File: config.mk
export PLATFORM = sky130hd
export DESIGN_NAME = alu_ctrl_seq_flat
export DESIGN_NICKNAME = d
export VERILOG_FILES = /design/src/rtl/alu_ctrl_seq_if.sv /design/src/rtl/alu_ctrl_seq.sv /design/src/flat_wrapper.sv
export SDC_FILE = /design/constraint.sdc
export NUM_CORES = 1
export LEC_CHECK = 0
export BUFFER_PORTS_ARGS = -buffer_cell sky130_fd_sc_hd__buf_2
export CAP_MARGIN = 15
export CORE_MARGIN = 1.5
export CORE_UTILIZATION = 46
export DETAILED_ROUTE_END_ITERATION = 16
export GPL_ROUTABILITY_DRIVEN = 1
export PLACE_DENSITY = 0.73
export SYNTH_ARGS = -nofsm -noshare
export SYNTH_HDL_FRONTEND = slang
export SYNTH_SLANG_ARGS = --single-unit
File: constraint.sdc
create_clock -name clk_i -period 1.61 [get_ports clk_i]
set_input_delay 0.322 -clock clk_i [delete_from_list [all_inputs] [get_ports clk_i]]
set_output_delay 0.322 -clock clk_i [all_outputs]
set_load 0.03 [all_outputs]
File: src/rtl/alu_ctrl_seq_if.sv
// Decoder-to-ALU-controller bus: decoded op in, ALU control code and sequencing strobes out.
interface alu_ctrl_seq_if #(
  parameter int FUNCT_W = 6,
  parameter int ALUOP_W = 3,
  parameter int CTRL_W  = 4
);
  logic               valid_i;
  logic [ALUOP_W-1:0] ALUOp_i;
  logic [FUNCT_W-1:0] funct_i;
  logic               ready_o;
  logic               stall_o;
  logic [CTRL_W-1:0]  ALUCtrl_o;
  logic               ctrl_valid_o;
  logic               step_o;
  logic               hilo_we_o;
  logic               illegal_o;

  modport master (
    output valid_i, ALUOp_i, funct_i,
    input  ready_o, stall_o, ALUCtrl_o, ctrl_valid_o, step_o, hilo_we_o, illegal_o
  );

  modport slave (
    input  valid_i, ALUOp_i, funct_i,
    output ready_o, stall_o, ALUCtrl_o, ctrl_valid_o, step_o, hilo_we_o, illegal_o
  );
endinterface

File: src/rtl/alu_ctrl_seq.sv
// Registered ALU control decoder with mult/div sequencing; latency 1 (mult/div: MULDIV_CYCLES+1).
// Backpressure: ready drops for the whole iteration phase; valid without ready is dropped, not queued.
module alu_ctrl_seq #(
  parameter int FUNCT_W       = 6,
  parameter int ALUOP_W       = 3,
  parameter int CTRL_W        = 4,
  parameter int MULDIV_CYCLES = 32,
  parameter int CNT_W         = 6
) (
  input logic          clk_i,
  input logic          rst_i,
  alu_ctrl_seq_if.slave bus
);

  typedef enum logic [1:0] {IDLE, ITER, DONE} state_t;

  state_t            state_q, state_n;
  logic [CNT_W-1:0]  cnt_q, cnt_n;
  logic [CTRL_W-1:0] ctrl_q, ctrl_n;
  logic              cv_q, cv_n;
  logic              step_q, step_n;
  logic              hilo_q, hilo_n;
  logic              ill_q, ill_n;

  logic [3:0] dec_code;
  logic       dec_ill;
  logic       dec_muldiv;
  logic       ready;
  logic       accept;

  assign ready  = (state_q == IDLE || state_q == DONE) && !rst_i;
  assign accept = bus.valid_i && ready;

  always_comb begin
    dec_code   = 4'b0000;
    dec_ill    = 1'b0;
    dec_muldiv = 1'b0;
    case (bus.ALUOp_i)
      ALUOP_W'(3'b000): dec_code = 4'b0010;
      ALUOP_W'(3'b001): dec_code = 4'b0110;
      ALUOP_W'(3'b010): dec_code = 4'b0001;
      ALUOP_W'(3'b011): dec_code = 4'b0000;
      ALUOP_W'(3'b100): dec_code = 4'b0111;
      ALUOP_W'(3'b111): begin
        case (bus.funct_i)
          FUNCT_W'(6'b100000): dec_code = 4'b0010;
          FUNCT_W'(6'b100010): dec_code = 4'b0110;
          FUNCT_W'(6'b100100): dec_code = 4'b0000;
          FUNCT_W'(6'b100101): dec_code = 4'b0001;
          FUNCT_W'(6'b101010): dec_code = 4'b0111;
          FUNCT_W'(6'b000000): dec_code = 4'b1000;
          FUNCT_W'(6'b000010): dec_code = 4'b1001;
          FUNCT_W'(6'b000100): dec_code = 4'b1010;
          FUNCT_W'(6'b000110): dec_code = 4'b1011;
          FUNCT_W'(6'b011000): begin
            dec_code   = 4'b1100;
            dec_muldiv = 1'b1;
          end
          FUNCT_W'(6'b011010): begin
            dec_code   = 4'b1101;
            dec_muldiv = 1'b1;
          end
          default: dec_ill = 1'b1;
        endcase
      end
      default: dec_ill = 1'b1;
    endcase
  end

  always_comb begin
    state_n = state_q;
    cnt_n   = cnt_q;
    ctrl_n  = ctrl_q;
    cv_n    = 1'b0;
    step_n  = 1'b0;
    hilo_n  = 1'b0;
    ill_n   = 1'b0;
    case (state_q)
      IDLE, DONE: begin
        // DONE behaves exactly like IDLE for a new accept, giving a zero-bubble handoff.
        state_n = IDLE;
        if (accept) begin
          if (dec_ill) begin
            ill_n = 1'b1;
          end else if (dec_muldiv) begin
            state_n = ITER;
            cnt_n   = CNT_W'(MULDIV_CYCLES - 1);
            ctrl_n  = CTRL_W'(dec_code);
            step_n  = 1'b1;
          end else begin
            ctrl_n = CTRL_W'(dec_code);
            cv_n   = 1'b1;
          end
        end
      end
      ITER: begin
        if (cnt_q != '0) begin
          cnt_n  = cnt_q - CNT_W'(1);
          step_n = 1'b1;
        end else begin
          state_n = DONE;
          hilo_n  = 1'b1;
          cv_n    = 1'b1;
        end
      end
      default: state_n = IDLE;
    endcase
  end

  always_ff @(posedge clk_i) begin
    if (rst_i) begin
      state_q <= IDLE;
      cnt_q   <= '0;
      ctrl_q  <= '0;
      cv_q    <= 1'b0;
      step_q  <= 1'b0;
      hilo_q  <= 1'b0;
      ill_q   <= 1'b0;
    end else begin
      state_q <= state_n;
      cnt_q   <= cnt_n;
      ctrl_q  <= ctrl_n;
      cv_q    <= cv_n;
      step_q  <= step_n;
      hilo_q  <= hilo_n;
      ill_q   <= ill_n;
    end
  end

  assign bus.ready_o      = ready;
  assign bus.stall_o      = ~ready;
  assign bus.ALUCtrl_o    = ctrl_q;
  assign bus.ctrl_valid_o = cv_q;
  assign bus.step_o       = step_q;
  assign bus.hilo_we_o    = hilo_q;
  assign bus.illegal_o    = ill_q;

endmodule
File: src/flat_wrapper.sv
// flat-port wrapper written by rule: the top's interface ports become plain ports
module alu_ctrl_seq_flat 
#(
  parameter int FUNCT_W       = 6,
  parameter int ALUOP_W       = 3,
  parameter int CTRL_W        = 4,
  parameter int MULDIV_CYCLES = 32,
  parameter int CNT_W         = 6
)
  (clk_i, rst_i, bus_valid_i, bus_ALUOp_i, bus_funct_i, bus_ready_o, bus_stall_o, bus_ALUCtrl_o, bus_ctrl_valid_o, bus_step_o, bus_hilo_we_o, bus_illegal_o);
  alu_ctrl_seq_if #(.FUNCT_W(FUNCT_W), .ALUOP_W(ALUOP_W), .CTRL_W(CTRL_W)) bus_i ();
  input logic clk_i;
  input logic rst_i;
  input wire logic [$bits(bus_i.valid_i)-1:0] bus_valid_i;
  input wire logic [$bits(bus_i.ALUOp_i)-1:0] bus_ALUOp_i;
  input wire logic [$bits(bus_i.funct_i)-1:0] bus_funct_i;
  output wire logic [$bits(bus_i.ready_o)-1:0] bus_ready_o;
  output wire logic [$bits(bus_i.stall_o)-1:0] bus_stall_o;
  output wire logic [$bits(bus_i.ALUCtrl_o)-1:0] bus_ALUCtrl_o;
  output wire logic [$bits(bus_i.ctrl_valid_o)-1:0] bus_ctrl_valid_o;
  output wire logic [$bits(bus_i.step_o)-1:0] bus_step_o;
  output wire logic [$bits(bus_i.hilo_we_o)-1:0] bus_hilo_we_o;
  output wire logic [$bits(bus_i.illegal_o)-1:0] bus_illegal_o;
  assign bus_i.valid_i = bus_valid_i;
  assign bus_i.ALUOp_i = bus_ALUOp_i;
  assign bus_i.funct_i = bus_funct_i;
  assign bus_ready_o = bus_i.ready_o;
  assign bus_stall_o = bus_i.stall_o;
  assign bus_ALUCtrl_o = bus_i.ALUCtrl_o;
  assign bus_ctrl_valid_o = bus_i.ctrl_valid_o;
  assign bus_step_o = bus_i.step_o;
  assign bus_hilo_we_o = bus_i.hilo_we_o;
  assign bus_illegal_o = bus_i.illegal_o;
  alu_ctrl_seq #(.FUNCT_W(FUNCT_W), .ALUOP_W(ALUOP_W), .CTRL_W(CTRL_W), .MULDIV_CYCLES(MULDIV_CYCLES), .CNT_W(CNT_W)) u_core (.clk_i(clk_i), .rst_i(rst_i), .bus(bus_i));
endmodule
=== Yosys cells after proc, flatten, opt, wreduce, memory -nomap -nowiden ===
Cells that the tools add are included.

* Bitwise logic cells: 5
* $add $sub $neg: 1
* Divide/modulo/power cells: 0
* Equal/unequal tests: 22
* Shift operators: 0
* Order comparisons: 0
* Muxes and demuxes: 27
* Reductions and logical operators: 17
* Multipliers: 0

{| class="wikitable"
|+ Operators by type and width
! operator !! count
|-
| case mux 4 bit (10 select lines) || 1
|-
| equality test 6 bit, second input constant || 5
|-
| 2-to-1 mux 6 bit || 4
|-
| case mux 4 bit (5 select lines) || 1
|-
| 2-to-1 mux 1 bit || 13
|-
| equality test 6 x 3 -> 1 bit, second input constant || 2
|-
| equality test 6 x 5 -> 1 bit, second input constant || 2
|-
| case mux 6 bit (2 select lines) || 1
|-
| OR reduction 11 bit || 1
|-
| equality test 3 x 2 -> 1 bit, second input constant || 2
|-
| equality test 3 bit, second input constant || 2
|-
| equality test 6 x 2 -> 1 bit, second input constant || 1
|-
| zero test 6 bit || 1
|-
| 2-to-1 mux 2 bit || 3
|-
| != test 2 x 1 -> 1 bit, second input constant || 3
|-
| case mux 1 bit (2 select lines) || 3
|-
| nonzero test 6 bit || 1
|-
| OR reduction 2 bit || 3
|-
| subtractor 6 x 1 -> 6 bit, second input constant || 1
|-
| inverter 1 bit || 5
|-
| AND reduction 5 bit || 1
|-
| OR reduction 5 bit || 1
|-
| != test 2 bit, second input constant || 2
|-
| case mux 2 bit (2 select lines) || 1
|-
| other kinds (11) || 12
|}

* Memories: 0
* Bits in read-only memories: 0
* Flip-flop bits (word level): 16
* Bits of input ports: 12
* Memory bits (writable): 0
* Bits in latches: 0
* Output and inout port bits: 10

=== Depth between registers and ports, before layout ===
* Depth after elaboration: 8
* Depth in mapped cells: 6
* Depth with buffers taken out: 6

=== Least setup slack after synthesis ===
OpenSTA, ideal clock, no wires.

* Kind: reg2reg
* Start point: register u_core.state_q[0]
* End point: register u_core.ctrl_q[3] (netlist: u_core.bus.ALUCtrl_o[3])
* Stages on the path, launching flop included: 5
* Setup slack: -0.171 ns
* Data required time: 1.539 ns
* Arrival time: 1.710 ns
* Path through: dfxtp_1 > nor2_1 > nand2_1 > or4_1 > a21oi_1

* Word-level cells in the longest chain between the ends: 5
* Elaborated cells on any way between the ends: 7
* Classes of those cells: eq/ne: 1; reduce/logical: 6

{| class="wikitable"
|+ RTL lines
! element !! RTL line !! text
|-
| start, declared || alu_ctrl_seq.sv:17 || <nowiki>state_t state_q, state_n;</nowiki>
|-
| start signal, assigned || alu_ctrl_seq.sv:120 || <nowiki>state_q <= state_n;</nowiki>
|-
| equality test 2 bit / zero test 2 bit (equally long branches) || alu_ctrl_seq.sv:31 || <nowiki>assign ready = (state_q == IDLE || state_q == DONE) && !rst_i;</nowiki>
|-
| logical OR 1 bit (*) || alu_ctrl_seq.sv:31 ||
|-
| logical AND 1 bit (*) || alu_ctrl_seq.sv:31 ||
|-
| via bus_ready_o || flat_wrapper.sv:17 || <nowiki>output wire logic [$bits(bus_i.ready_o)-1:0] bus_ready_o;</nowiki>
|-
| logical AND 1 bit (*) || alu_ctrl_seq.sv:32 || <nowiki>assign accept = bus.valid_i && ready;</nowiki>
|-
| AND reduction 3 bit (no source line) (*) || - ||
|-
| end signal, assigned || alu_ctrl_seq.sv:122 || <nowiki>ctrl_q <= ctrl_n;</nowiki>
|-
| end, declared || alu_ctrl_seq.sv:19 || <nowiki>logic [CTRL_W-1:0] ctrl_q, ctrl_n;</nowiki>
|}

Mark *: on every way through the listed nets, which the timed path passes. The rest lies on a longest branch.
A chain may end at the register's enable or synchronous reset.

=== Final worst setup path ===
* Start point: input port bus_funct_i[5]
* End point: register u_core.cv_q (netlist: u_core.bus.ctrl_valid_o)

* Word-level cells in the longest chain between the ends: 8
* Elaborated cells on any way between the ends: 21
* Classes of those cells: eq/ne: 10; mux: 8; reduce/logical: 3

{| class="wikitable"
|+ RTL lines
! element !! RTL line !! text
|-
| start, declared || flat_wrapper.sv:16 || <nowiki>input wire logic [$bits(bus_i.funct_i)-1:0] bus_funct_i;</nowiki>
|-
| branches (longest 5 deep; another with OR reduction 11 bit) || - ||
|-
| 2-to-1 mux 1 bit (*) || alu_ctrl_seq.sv:83 || <nowiki>if (dec_ill) begin</nowiki>
|-
| 2-to-1 mux 1 bit (*) || alu_ctrl_seq.sv:82 || <nowiki>if (accept) begin</nowiki>
|-
| case mux 1 bit (2 select lines) (*) || alu_ctrl_seq.sv:78 || <nowiki>case (state_q)</nowiki>
|-
| end signal, assigned || alu_ctrl_seq.sv:123 || <nowiki>cv_q <= cv_n;</nowiki>
|-
| end, declared || alu_ctrl_seq.sv:20 || <nowiki>logic cv_q, cv_n;</nowiki>
|}

Mark *: on every way between the ends.

==> key figures <==
Clock network
  • Clock sinks: 16
  • Worst-path clk slew: 0.09 ns
  • Worst-Skew Late Latency: 0.29 ns
  • CTS buffer count: 3
  • Root cell of the clock tree: clkbuf_4
  • CTS max path bufs: 2
  • CTS tree: done
  • CTS Hold Bufs: 0
  • H-tree levels: 1

Synthesis
  • Leading area contributor after synthesis: dfxtp_1
  • Main combinational cell family by area after synthesis: compound AO/OA/AOI/OAI gates
  • Syn Nets: 124
  • Post-Synth Simple-Gate Area: 0.2674
  • Post-synthesis adder-cell area fraction: 0.02729
  • XOR/XNOR Fraction of Synth Area: 0.009550
  • Synth top area cells: dfxtp_1 35%, a311oi_1 5.7%, a21oi_1 5.5%, nand2b_1 4.1%, nor2_1 3.7%
  • Multiplexer share of the synthesized area: 0
  • Synthesized area per cell: 8.338 µm²
  • Ys Warns: 0
  • Part of the Yosys area used for sequential elements: 0.3492
  • Synth Register Bits: 16
  • Compound-gate portion of the synthesized area: 0.3029
  • Netlist Area Pre-Place: 917.1 µm²
  • Netlist cell types: 40
  • Area fraction of the dominant cell type after synthesis: 0.3492
  • Mapped Cells: 110

Power
  • Pleak: 0.5365 nW
  • Peak supply drop: 0.5277 mV
  • Power Dens Cells: 668.4 nW/µm²

STA
  • RSZ-0062 raised after global routing: false
  • Hold Slack: 0.3769 ns
  • Fmax: 659.8 MHz
  • Final hold vios: 0
  • Final worst path period share: 0.9414
  • Post-route setup slack: 0.09428 ns
  • Endpoints failing setup: 0
  • Final Slew Violations: 0
  • Final min period: 1.516 ns
  • Rel. slew slack: 0.6995
  • Worst Skew: 0.003375 ns
  • Worst slew pin tran: 0.4498 ns

Floorplanning
  • DIE AREA: 2271 µm²
  • Core area: 1802 µm²
  • Initial Util: 0.5090
  • Chip height: 47.65 µm
  • Row count: 15
  • Die X: 47.65 µm
  • IO Pins: 22

Global routing
  • Global-route wire length before repair: 3498 µm
  • Gr usage total: 0.2213
  • Vias in the first global route: 853
  • Grt ovf: 0
  • Pin count of the biggest net entering global routing: 16
  • Initial antenna violation count: 0

Finish
  • Diode count: 0
  • Filler cell count: 162
  • Share of layout cells above drive strength 1: 0.3529
  • Layout Area Growth over Synthesis: 37.11%
  • Fin nets: 168

Critical path
  • Critical path type: primary input to flip-flop
  • Required time worst endpoint: 1.80 ns
  • CP max FO: 8
  • WP data arrival: 1.70 ns
  • Setup crit end kind: flip-flop
  • CP startpoint kind: primary input

Run
  • Maxcap violations: 0

Detailed routing
  • Post-Route WL: 2287 µm
  • Avg WL per Cell: 12.85 µm
  • Vias: 963
  • Antenna Violating Nets Remaining: 0
  • Vias/cell: 5.410
  • Drt first pass iters: 4
  • Drt drc: 0
  • Iter 0 DRT Violations: 24

Run status
  • Outcome: finished clean

Place
  • Port Buffers: 21
  • Pre-CTS WS: -0.2117 ns
  • Final GP Congestion: 0.8434
  • Detailed placement HPWL: 1770 µm

Min path
  • Min-delay worst type: primary input to flip-flop
## layout make-up
| class | count | area (µm²) | share of cell area |
|---|---|---|---|
| Multi-Input combinational cell | 84 | 573.1 | 0.4557 |
| Tap cell | 25 | 31.28 | 0.02488 |
| Clock buffer | 4 | 36.28 | 0.02886 |
| Sequential cell | 16 | 320.3 | 0.2547 |
| Timing Repair Buffer | 43 | 274.0 | 0.2179 |
| Inverter | 6 | 22.52 | 0.01791 |
## synth_stat cells
cell,n
a41oi_1,1
nand3_1,2
clkbuf_1,2
o221ai_1,1
nor3_1,6
ha_1,2
nand4bb_1,1
xnor2_1,1
and2_1,1
o21a_1,1
a21oi_1,10
or4_1,1
o32ai_2,1
a31oi_1,3
o21bai_2,2
a211oi_1,2
buf_2,1
and2_4,1
nand2b_1,6
o21ai_0,2
a311oi_1,6
nor2b_1,4
nand4b_1,1
nor3b_1,1
a21boi_1,1
nor2_1,9
nand3b_1,2
nand4_1,1
a2bb2oi_1,1
o32ai_1,1
a221oi_1,1
clkbuf_2,1
inv_1,6
nand2_1,6
or2_1,1
a41o_1,2
dfxtp_1,16
o31ai_1,1
o22ai_1,1
and3b_1,1
## metrics by stage
| stage | std cells | power (mW) | area [µm²] | setup TNS (ns) | util |
|---|---|---|---|---|---|
| after global placement | 174 | 0.5768 | 1204 | -0.4903 | 0.6681 |
| after detailed placement | 174 | 0.5819 | 1204 | -0.9753 | 0.6681 |
| after global routing | 178 | 0.8813 | 1257 | 0 | 0.6979 |
| after CTS | 178 | 0.8422 | 1240 | 0 | 0.6882 |
| after floorplan | 110 | 0.5014 | 919.6 | 0 | - |
| final | 178 | 0.8405 | 1257 | 0 | 0.6979 |
## where the power goes
part / switching [mW] / internal [mW] / total, mW
clock: 0.124 / 0.138 / 0.262
combinational: 0.0944 / 0.0792 / 0.174
sequential: 0.00292 / 0.402 / 0.405
## routing by layer
metal,wire length (µm),global-route usage
met3,85,0.06038
met2,1090,0.3486
met1,1096,0.2975
met5,0,0
met4,15,0.06486
## sequential cells by signal (all words and copies together), names as in the netlist
register and flops:
u_core.bus.illegal_o 1, u_core.bus.ctrl_valid_o 1, u_core.bus.hilo_we_o 1, u_core.bus.ALUCtrl_o 4, u_core.state_q 2, u_core.cnt_q 6
u_core.bus.step_o 1
## logic make-up after synthesis
family | count (synthesis)
AND/OR/NAND/NOR | 44
AO/OA/AOI/OAI | 37
flip-flops | 16
buffers and inverters | 10
adder cells (fa/ha/maj) | 2
XOR/XNOR | 1
## path summary, 6_finish.rpt
kind                                                      startpoint                                    to  slack (ns)  cells past startpoint
worst max-delay path                                  bus_funct_i[5]    u_core.bus.ctrl_valid_o$_SDFF_PP0_        0.09                      7
worst min-delay path                                     bus_valid_i       u_core.bus.illegal_o$_SDFF_PP0_        0.38                      3
worst max register to register          u_core.cnt_q[1]$_SDFFE_PP0P_          u_core.cnt_q[3]$_SDFFE_PP0P_        0.12                      7
worst min register to register  u_core.bus.ALUCtrl_o[3]$_SDFFE_PP0P_  u_core.bus.ALUCtrl_o[3]$_SDFFE_PP0P_        0.48                      2
## cells in the final DEF, fill, tap and decap left out, drive strengths merged, types with 3 or more instances in the layout
cell type | synthesis | routed
inv | 6 | 6
buf | 1 | 43
nor2 | 9 | 9
dfxtp | 16 | 16
clkbuf | 3 | 4
nor3 | 6 | 6
nor2b | 4 | 4
a311oi | 6 | 6
a31oi | 3 | 3
a21oi | 10 | 10
nand2b | 6 | 6
nand2 | 6 | 6
## worst max-delay path: stages
cell      delay, ns
buf_2          0.14
and2_4         0.16
o32ai_2        0.29
buf_4          0.18
a41o_4         0.25
nand3_1        0.09
a221oi_1       0.28
## timing repair
action | in CTS | in global routing
setup endpoints to repair | 0 | 5
endpoints found under the hold margin | 0 | 0
setup buffers | 0 | 0
gates resized for setup | 0 | 3
No activity file was read; power rests on OpenSTA's default activity.
